`src/rtl/lut_frame_writer_pkg.sv`:
```
// Shared geometry, frame states and status codes for the phase-table writer
// and the read-side steering LUT.
package lut_frame_writer_pkg;

  localparam int LUT_AW = 10;
  localparam int LUT_DW = 5;
  localparam logic [7:0] FRAME_SYNC = 8'hA5;

  localparam logic [1:0] ERR_OK  = 2'd0;
  localparam logic [1:0] ERR_BAD = 2'd1;
  localparam logic [1:0] ERR_CHK = 2'd2;
  localparam logic [1:0] ERR_TMO = 2'd3;

  typedef enum logic [2:0] {
    ST_IDLE = 3'd0,
    ST_AHI  = 3'd1,
    ST_ALO  = 3'd2,
    ST_CNT  = 3'd3,
    ST_DATA = 3'd4,
    ST_CHK  = 3'd5
  } frame_state_e;

  function automatic logic [7:0] chk_fold(input logic [7:0] acc, input logic [7:0] b);
    return acc ^ b;
  endfunction

  // A bad data byte outranks a checksum mismatch.
  function automatic logic [1:0] frame_err(input logic bad, input logic [7:0] acc,
                                           input logic [7:0] chk);
    logic [1:0] code;
    if (bad) begin
      code = ERR_BAD;
    end else if (acc != chk) begin
      code = ERR_CHK;
    end else begin
      code = ERR_OK;
    end
    return code;
  endfunction

endpackage

```
`src/rtl/lut_frame_writer_if.sv`:
```
// Host byte stream, phase-RAM write port and frame status of the writer.
interface lut_frame_writer_if #(
  parameter int AW = lut_frame_writer_pkg::LUT_AW,
  parameter int DW = lut_frame_writer_pkg::LUT_DW
);
  logic [7:0]    s_data;
  logic          s_valid;
  logic          s_ready;
  logic          lock;
  logic          wr_en;
  logic [AW-1:0] wr_addr;
  logic [DW-1:0] wr_data;
  logic          busy;
  logic          done;
  logic [1:0]    err_code;

  modport master (
    output s_data, s_valid, lock,
    input  s_ready, wr_en, wr_addr, wr_data, busy, done, err_code
  );

  modport slave (
    input  s_data, s_valid, lock,
    output s_ready, wr_en, wr_addr, wr_data, busy, done, err_code
  );
endinterface

```
`src/rtl/lut_frame_timeout.sv`:
```
// Idle-gap counter: cleared by load, counts while run, pulses expire on the
// cycle that would bring the count to TIMEOUT.
module lut_frame_timeout #(
  parameter int TIMEOUT = 1000
) (
  input  logic clk,
  input  logic rst,
  input  logic load,
  input  logic run,
  output logic expire
);
  localparam int CW = $clog2(TIMEOUT + 1);
  localparam logic [CW-1:0] LAST = CW'(TIMEOUT - 1);

  logic [CW-1:0] idle_cnt_r;

  // Idle cycle counter
  always_ff @(posedge clk or posedge rst) begin
    if (rst) begin
      idle_cnt_r <= '0;
    end else if (load) begin
      idle_cnt_r <= '0;
    end else if (run) begin
      idle_cnt_r <= idle_cnt_r + CW'(1);
    end else begin
      idle_cnt_r <= idle_cnt_r;
    end
  end

  assign expire = run && (idle_cnt_r == LAST);

endmodule

```
`src/rtl/lut_frame_writer.sv`:
```
// Write side of the beam-steering phase RAM: parses framed burst writes from
// the host byte link and issues auto-incrementing single-cycle RAM writes.
module lut_frame_writer
  import lut_frame_writer_pkg::*;
#(
  parameter int         AW      = LUT_AW,
  parameter int         DW      = LUT_DW,
  parameter logic [7:0] SYNC    = FRAME_SYNC,
  parameter int         TIMEOUT = 1000
) (
  input  logic              clk,
  input  logic              rst,
  lut_frame_writer_if.slave bus
);

  frame_state_e  state_r, state_s;
  logic          ready_s, accept_s, data_ok_s, expire_s, load_s, run_s;
  logic [AW-1:0] addr_r;
  logic [7:0]    cnt_r;
  logic [7:0]    xor_r;
  logic          bad_r;
  logic          wr_en_r, busy_r, done_r;
  logic [AW-1:0] wr_addr_r;
  logic [DW-1:0] wr_data_r;
  logic [1:0]    err_r;

  assign accept_s = bus.s_valid & ready_s;
  assign load_s   = accept_s | (state_r == ST_IDLE);
  assign run_s    = (state_r != ST_IDLE) & ~accept_s;

  lut_frame_timeout #(.TIMEOUT(TIMEOUT)) u_timeout (
    .clk    (clk),
    .rst    (rst),
    .load   (load_s),
    .run    (run_s),
    .expire (expire_s)
  );

  // Frame state register
  always_ff @(posedge clk or posedge rst) begin
    if (rst) begin
      state_r <= ST_IDLE;
    end else begin
      state_r <= state_s;
    end
  end

  // Next frame state: one advance per accepted byte, timeout aborts
  always_comb begin
    state_s = state_r;
    if (expire_s) begin
      state_s = ST_IDLE;
    end else if (accept_s) begin
      case (state_r)
        ST_IDLE: begin
          if (bus.s_data == SYNC) begin
            state_s = ST_AHI;
          end else begin
            state_s = ST_IDLE;
          end
        end
        ST_AHI:  state_s = ST_ALO;
        ST_ALO:  state_s = ST_CNT;
        ST_CNT:  state_s = ST_DATA;
        ST_DATA: begin
          if (cnt_r == 8'd0) begin
            state_s = ST_CHK;
          end else begin
            state_s = ST_DATA;
          end
        end
        ST_CHK:  state_s = ST_IDLE;
        default: state_s = ST_IDLE;
      endcase
    end else begin
      state_s = state_r;
    end
  end

  // Handshake and byte qualification; lock only gates a new frame start
  always_comb begin
    ready_s   = 1'b1;
    data_ok_s = (bus.s_data[7:DW] == {(8 - DW){1'b0}});
    if (state_r == ST_IDLE) begin
      ready_s = ~bus.lock;
    end else begin
      ready_s = 1'b1;
    end
  end

  // Frame datapath: address/count/checksum capture, RAM write and status
  always_ff @(posedge clk or posedge rst) begin
    if (rst) begin
      addr_r    <= '0;
      cnt_r     <= 8'd0;
      xor_r     <= 8'd0;
      bad_r     <= 1'b0;
      wr_en_r   <= 1'b0;
      wr_addr_r <= '0;
      wr_data_r <= '0;
      busy_r    <= 1'b0;
      done_r    <= 1'b0;
      err_r     <= ERR_OK;
    end else begin
      wr_en_r <= 1'b0;
      done_r  <= 1'b0;
      busy_r  <= (state_s != ST_IDLE);
      if (expire_s) begin
        done_r <= 1'b1;
        err_r  <= ERR_TMO;
      end else if (accept_s) begin
        case (state_r)
          ST_IDLE: begin
            if (bus.s_data == SYNC) begin
              xor_r <= 8'd0;
              bad_r <= 1'b0;
            end
          end
          ST_AHI: begin
            xor_r  <= chk_fold(xor_r, bus.s_data);
            addr_r <= {bus.s_data[AW-9:0], addr_r[7:0]};
          end
          ST_ALO: begin
            xor_r       <= chk_fold(xor_r, bus.s_data);
            addr_r[7:0] <= bus.s_data;
          end
          ST_CNT: begin
            xor_r <= chk_fold(xor_r, bus.s_data);
            cnt_r <= bus.s_data;
          end
          ST_DATA: begin
            xor_r  <= chk_fold(xor_r, bus.s_data);
            addr_r <= addr_r + AW'(1);
            cnt_r  <= cnt_r - 8'd1;
            // Suppressed bytes still consume an address slot
            if (data_ok_s) begin
              wr_en_r   <= 1'b1;
              wr_addr_r <= addr_r;
              wr_data_r <= bus.s_data[DW-1:0];
            end else begin
              bad_r <= 1'b1;
            end
          end
          ST_CHK: begin
            done_r <= 1'b1;
            err_r  <= frame_err(bad_r, xor_r, bus.s_data);
          end
          default: begin
            err_r <= err_r;
          end
        endcase
      end
    end
  end

  assign bus.s_ready  = ready_s;
  assign bus.wr_en    = wr_en_r;
  assign bus.wr_addr  = wr_addr_r;
  assign bus.wr_data  = wr_data_r;
  assign bus.busy     = busy_r;
  assign bus.done     = done_r;
  assign bus.err_code = err_r;

endmodule

```
`src/flat_wrapper.sv`:
```
// flat-port wrapper written by rule: the top's interface ports become plain ports
module lut_frame_writer_flat import lut_frame_writer_pkg::*;
#(
  parameter int         AW      = LUT_AW,
  parameter int         DW      = LUT_DW,
  parameter logic [7:0] SYNC    = FRAME_SYNC,
  parameter int         TIMEOUT = 1000
)
  (clk, rst, bus_s_data, bus_s_valid, bus_lock, bus_s_ready, bus_wr_en, bus_wr_addr, bus_wr_data, bus_busy, bus_done, bus_err_code);
  lut_frame_writer_if #(.AW(AW), .DW(DW)) bus_i ();
  input  logic clk;
  input  logic rst;
  input wire logic [$bits(bus_i.s_data)-1:0] bus_s_data;
  input wire logic [$bits(bus_i.s_valid)-1:0] bus_s_valid;
  input wire logic [$bits(bus_i.lock)-1:0] bus_lock;
  output wire logic [$bits(bus_i.s_ready)-1:0] bus_s_ready;
  output wire logic [$bits(bus_i.wr_en)-1:0] bus_wr_en;
  output wire logic [$bits(bus_i.wr_addr)-1:0] bus_wr_addr;
  output wire logic [$bits(bus_i.wr_data)-1:0] bus_wr_data;
  output wire logic [$bits(bus_i.busy)-1:0] bus_busy;
  output wire logic [$bits(bus_i.done)-1:0] bus_done;
  output wire logic [$bits(bus_i.err_code)-1:0] bus_err_code;
  assign bus_i.s_data = bus_s_data;
  assign bus_i.s_valid = bus_s_valid;
  assign bus_i.lock = bus_lock;
  assign bus_s_ready = bus_i.s_ready;
  assign bus_wr_en = bus_i.wr_en;
  assign bus_wr_addr = bus_i.wr_addr;
  assign bus_wr_data = bus_i.wr_data;
  assign bus_busy = bus_i.busy;
  assign bus_done = bus_i.done;
  assign bus_err_code = bus_i.err_code;
  lut_frame_writer #(.AW(AW), .DW(DW), .SYNC(SYNC), .TIMEOUT(TIMEOUT)) u_core (.clk(clk), .rst(rst), .bus(bus_i));
endmodule
```
`config.mk`:
```
export PLATFORM = sky130hd
export DESIGN_NAME = lut_frame_writer_flat
export DESIGN_NICKNAME = d
export VERILOG_FILES = /design/src/rtl/lut_frame_writer_pkg.sv /design/src/rtl/lut_frame_writer_if.sv /design/src/rtl/lut_frame_timeout.sv /design/src/rtl/lut_frame_writer.sv /design/src/flat_wrapper.sv
export SDC_FILE = /design/constraint.sdc
export NUM_CORES = 1
export LEC_CHECK = 0
export CORE_UTILIZATION = 30
export CTS_BUF_LIST = sky130_fd_sc_hd__clkbuf_4 sky130_fd_sc_hd__clkbuf_8 sky130_fd_sc_hd__clkbuf_16
export CTS_CLUSTER_DIAMETER = 80
export DETAILED_ROUTE_END_ITERATION = 16
export DONT_BUFFER_PORTS = 1
export GPL_ROUTABILITY_DRIVEN = 0
export GPL_TIMING_DRIVEN = 0
export PLACE_DENSITY = 0.5
export REMOVE_ABC_BUFFERS = 1
export SLEW_MARGIN = 30
export SYNTH_ARGS = -nofsm -noshare
export SYNTH_HDL_FRONTEND = slang
export SYNTH_SLANG_ARGS = --single-unit
```
`constraint.sdc`:
```
create_clock -name clk -period 2.6 [get_ports clk]
set_input_delay 0.52 -clock clk [delete_from_list [all_inputs] [get_ports clk]]
set_output_delay 0.52 -clock clk [all_outputs]
set_load 0.1 [all_outputs]
```
==> run metrics, run 1 <==
fin crit share=88.54%; Setup crit end=bus_s_ready; Syn Std Cell Area=3208 µm²; clk_lat worst skew=0.34 ns; Cell variety after synth=59; final core utilization=34.25%; initial antenna violation count=0; # hold bufs at CTS=0; fraction of layout instances using a drive strength above 1=11.80%; die extent in x=105.4 µm; commonest cells after routing, fill and taps aside=60 x dfrtp_1, 26 x nor2_1, 26 x nor2b_1, 18 x nand2_1, 17 x a21oi_1; slew margin rel.=37.96%; Cells after Synth=320; number of global-route vias before repair=2315; post-DP HPWL=5037 µm; die outline height=105.4 µm; Antenna Nets Post-Route=0; Fmax=434.4 MHz; RR Startpoint=u_core.state_r[2]; CP Class=reg2out; Max Slew Vio Count=0; CTS tree=done; Place WS=0.3203 ns; outcome=finished, final reports clean; Core Region=10320 µm²; largest net degree at the start of global routing=32; DR pass1 iterations=4; Net count, final=333; FF-to-FF End=u_core.cnt_r[3]; GRT Overall Usage=14.67%; Layout Cell Area excl Fill=3536 µm²; Clock Tree Root=clkbuf_8; Synth Flop Type=dfrtp_1; clock sinks=60; Area after DPL=3318 µm²; Max VDD drop=568.1 µV; critical path required time=2.08 ns; H-tree depth=3; Leak=0.001460 µW; RSZ-0062 raised after global routing=false; total power=4471 µW; diode count=0; total CTS buffers=9; Fillers=1040; reg2reg path depth=4; CP Launch Type=flip-flop; critical path startpoint=u_core.state_r[0]; DR DRC count=0; drt total wl=7506 µm; Synth Area per Inst=10.03 µm²; Seq/Total Area, Yosys=46.80%; Period minus WS final=2.302 ns; total grt overflow=0; Final Hold Fails=0; max cap viols=0; I/O pin total=33; crit end category=output port; Least-Margin Pin Slew=0.9306 ns; Area Growth Syn to Fin=10.22%; routed vias=2422; initial core utilization=31.08%; clock tree buffer depth=2; worst hold path class=in2async; Hold WS=0.04343 ns; # setup viols final=0; Core Rows=37; Worst-path clk slew=0.08 ns; Final WS setup=0.2979 ns; IO buf count=0; skew final=0.009228 ns; Yosys warning count=0; pwr/cell area=1264 nW/µm²; #FFs+latches synth=60; Reg2Reg Setup Slack=0.49 ns; Data arrival, critical path=1.78 ns; DRT iter0 DRCs=139; most common cell after layout, fill and taps aside=dfrtp_1; ys async rst share=100.0%; vias per cell=5.288; Wirelength per Cell=16.39 µm; first-pass GRT wire length=12480 µm; die area=11110 µm²; crit-path max FO=17; Post-synth EDFFs=0
## synthesized netlist by cell type (6+ instances only)
| master | instances | area share [%] |
|---|---|---|
| dfrtp_1 | 60 | 47 |
| nor3_1 | 8 | 1.2 |
| nor2_1 | 26 | 3.0 |
| buf_2 | 6 | 0.94 |
| nand3_1 | 14 | 2.2 |
| a21oi_1 | 17 | 2.7 |
| nand2_1 | 19 | 2.2 |
| o21ai_0 | 16 | 2.5 |
| a221o_1 | 8 | 2.5 |
| o21ai_1 | 6 | 0.94 |
| xor2_1 | 6 | 1.6 |
| mux2_2 | 9 | 3.2 |
| nor2b_1 | 26 | 5.1 |
| inv_1 | 8 | 0.94 |
| nor4_1 | 6 | 1.2 |
## logic make-up (layout without fill, tap and decap cells)
group	Yosys count	in the layout	share of synthesized area (%)
compound gates	76	76	16.07
xor+xnor	10	10	2.730
fa+ha+maj	4	4	1.560
buf+inv	24	26	3.861
flops	60	60	46.80
mux	16	16	5.538
simple gates	130	130	23.44
## layer usage
layer,wire [µm],GRT usage [%]
met5,0,0
met4,87,4.326
met3,281,3.834
met2,3467,22.60
met1,3669,20.12
## how the worst min path moves through the flow
stage	start	endpoint	slack [ns]	cells past startpoint
final	rst	u_core.bus.wr_addr[6]	0.04	1
after global routing	rst	u_core.addr_r[6]	0.06	1
after CTS	rst	u_core.xor_r[4]	0.04	1
after detailed placement	rst	u_core.cnt_r[2]	0.42	1
after global placement	u_core.u_timeout.idle_cnt_r[0]	u_core.u_timeout.idle_cnt_r[0]	0.48	1
after floorplan	u_core.u_timeout.idle_cnt_r[0]	u_core.u_timeout.idle_cnt_r[0]	0.45	1
## area by class of cell
cell class / instances / area [µm²] / area share [%]
Multi-Input combinational cell: 236 / 1589 / 44.94
Sequential cell: 60 / 1501 / 42.46
Tap cell: 136 / 170.2 / 4.812
Clock buffer: 11 / 151.4 / 4.282
Clock inverter: 5 / 60.06 / 1.699
Inverter: 8 / 32.53 / 0.9200
Timing Repair Buffer: 2 / 31.28 / 0.8846
## critical path: stages, from the launching register on
cell,delay [ns]
dfrtp_1,0.58
nor3_2,0.44
nand2_2,0.41
## power by group
| group | internal (µW) | total, µW | switching, µW |
|---|---|---|---|
| combinational | 542 | 1250 | 710 |
| clock | 496 | 897 | 401 |
| sequential | 1250 | 2320 | 1080 |
## state kept, by name (all words and copies together), names as in the netlist
signal	cells
u_core.bus.done	1
u_core.state_r	3
u_core.bus.wr_data	5
u_core.bad_r	1
u_core.u_timeout.idle_cnt_r	10
u_core.bus.wr_addr	10
u_core.bus.busy	1
u_core.bus.err_code	2
u_core.addr_r	10
u_core.bus.wr_en	1
u_core.xor_r	8
u_core.cnt_r	8
## repair_timing
action,CTS,global route
gates resized for setup,0,1
endpoints found under the hold margin,0,0
setup buffers,0,0
endpoints found under the setup margin,0,1
## per-stage QoR
stage          instances  TNS, ns
3_3_place_gp         440   -16.55
3_5_place_dp         442        0
5_1_grt              458        0
2_1_floorplan        304        0
4_1_cts              458        0
6_report             458        0
(Power assumes the default switching activity.)
==> inputs of run 2 (changes only) <==
==> constraint.sdc (replaced) <==
create_clock -name clk -period 2.6 [get_ports clk]
set_input_delay 0.39 -clock clk [delete_from_list [all_inputs] [get_ports clk]]
set_output_delay 0.39 -clock clk [all_outputs]
set_load 0.005 [all_outputs]
==> run 2 against run 1 <==
Sequential share of layout area fell by 0.090 points. Clock skew about the same. Global-route usage unchanged. Final cell count is 0.22% higher. Register-to-register slack better by 0.02 ns. Largest power group unchanged. Clock-buffer cell count stayed put. Combinational power down 4%. Maximum frequency grew 10%. Power fell by 17%. Clock power is essentially flat. Sequential power decreased by 30%. Non-clock buffer count increased by 1.
==> run metrics, run 2 (same netlist as run 1, synthesis figures left out) <==
vias per cell=5.277 (-0.22%); die area=11110 µm² (unchanged); Least-Margin Pin Slew=0.8379 ns (-0.09264 ns); outcome=finished, final reports clean; clk_lat worst skew=0.34 ns (about the same); first-pass GRT wire length=12480 µm (unchanged); max cap viols=0 (unchanged); DRT iter0 DRCs=132 (-5.0%); total CTS buffers=9 (unchanged); clock sinks=60 (unchanged); Leak=0.001464 µW (+0.27%); Layout Cell Area excl Fill=3543 µm² (+0.21%); DR pass1 iterations=4 (unchanged); skew final=0.008799 ns (-0.0004289 ns); crit-path max FO=23 (+6); routed vias=2422 (unchanged); Antenna Nets Post-Route=0 (unchanged); pwr/cell area=1051 nW/µm² (-17%); drt total wl=7505 µm (about the same); Hold WS=0.1402 ns (+0.09680 ns); Net count, final=334 (+0.30%); Wirelength per Cell=16.35 µm (-0.23%); CP Launch Type=flip-flop; non-filler cells, final=459 (+0.22%); RSZ-0062 raised after global routing=false; CTS tree=done; fin crit share=80.48% (-8.1 points); Worst-path clk slew=0.07 ns (about the same); # setup viols final=0 (unchanged); I/O pin total=33 (unchanged); CP Class=reg2reg; clock tree buffer depth=2 (unchanged); Core Region=10320 µm² (unchanged); worst hold path class=in2reg; GRT Overall Usage=14.67% (unchanged); most common cell after layout, fill and taps aside=dfrtp_1; IO buf count=0 (unchanged); Inst Count DP=442 (unchanged); diode count=0 (unchanged); Core Rows=37 (unchanged); crit end category=flip-flop; slew margin rel.=44.14% (+6.2 points); fraction of layout instances using a drive strength above 1=11.46% (-0.35 points); initial core utilization=31.08% (unchanged); Final Hold Fails=0 (unchanged); initial antenna violation count=0 (unchanged); Area after DPL=3318 µm² (unchanged); Clock Tree Root=clkbuf_8; die extent in x=105.4 µm (unchanged); total grt overflow=0 (unchanged); final core utilization=34.32% (+0.073 points); Area Growth Syn to Fin=10.45%; post-DP HPWL=5037 µm (unchanged); Fmax=477.9 MHz (+10%); number of global-route vias before repair=2315 (unchanged); largest net degree at the start of global routing=32 (unchanged); Max VDD drop=371.6 µV (-35%); die outline height=105.4 µm (unchanged); critical path required time=2.83 ns (+0.75 ns); commonest cells after routing, fill and taps aside=60 x dfrtp_1, 26 x nor2_1, 26 x nor2b_1, 19 x nand2_1, 17 x a21oi_1; post-CTS sizing=0 (unchanged); H-tree depth=3 (unchanged); Data arrival, critical path=2.32 ns (+0.54 ns); Period minus WS final=2.092 ns (-0.2097 ns); Max Slew Vio Count=0 (unchanged); DR DRC count=0 (unchanged)
## run 2: worst paths after layout
| check | from | end | slack, ns | cells past startpoint |
|---|---|---|---|---|
| worst min-delay path | bus_s_valid | u_core.state_r[2] | 0.14 | 1 |
| worst max register to register | u_core.state_r[2] | u_core.cnt_r[3] | 0.51 | 4 |
| max in group asynchronous | rst | u_core.u_timeout.idle_cnt_r[9] | 1.58 | 3 |
| worst max-delay path | u_core.state_r[2] | u_core.cnt_r[3] | 0.51 | 4 |
| min in group asynchronous | rst | u_core.bus.wr_addr[6] | 0.52 | 2 |
| worst min register to register | u_core.u_timeout.idle_cnt_r[0] | u_core.u_timeout.idle_cnt_r[0] | 0.48 | 1 |
## run 2: stage by stage
| step | total power (µW) | TNS, ns | setup WS, ns |
|---|---|---|---|
| floorplan | 2499 | 0 | 0.4805 |
| detailed placement | 2849 | 0 | 0.3203 |
| CTS | 3767 | 0 | 0.3111 |
| finish | 3722 | 0 | 0.5076 |
| global route | 4006 | 0 | 0.2804 |
| global placement | 2801 | -8.750 | -0.1502 |
## run 2: critical path, cell delays in order, from the launching register on
cell     delay (ns)
dfrtp_1        0.63
or3b_1         0.76
nor2_1         0.30
a21oi_1        0.10
o22a_1         0.19
## run 2: report_power, final
part / internal, µW / switching (µW)
Sequential: 1260 / 366
Clock: 496 / 401
Combinational: 540 / 656
Total: 2300 / 1420
## run 2: layout make-up
class | count | area [µm²]
fill | 1040 | 6780
multi-input combinational | 236 | 1587
sequential | 60 | 1501
tap | 136 | 170.2
clock buffer | 11 | 151.4
clock inverter | 5 | 60.06
timing repair buffer | 3 | 41.29
inverter | 8 | 32.53
## run 2: repair_timing
item                                   4_1_cts  5_1_grt
endpoints found under the hold margin       29        0
buffers inserted                             0        0
hold buffers                                 1        0
## run 2: per-layer routing
layer	share of wire, %	vias to the layer above	track usage [%]
met5	0	-	0
met4	1.2	0	4.326
met3	4.2	9	3.834
met2	46	46	22.60
met1	49	1199	20.12
li1	-	1168	-
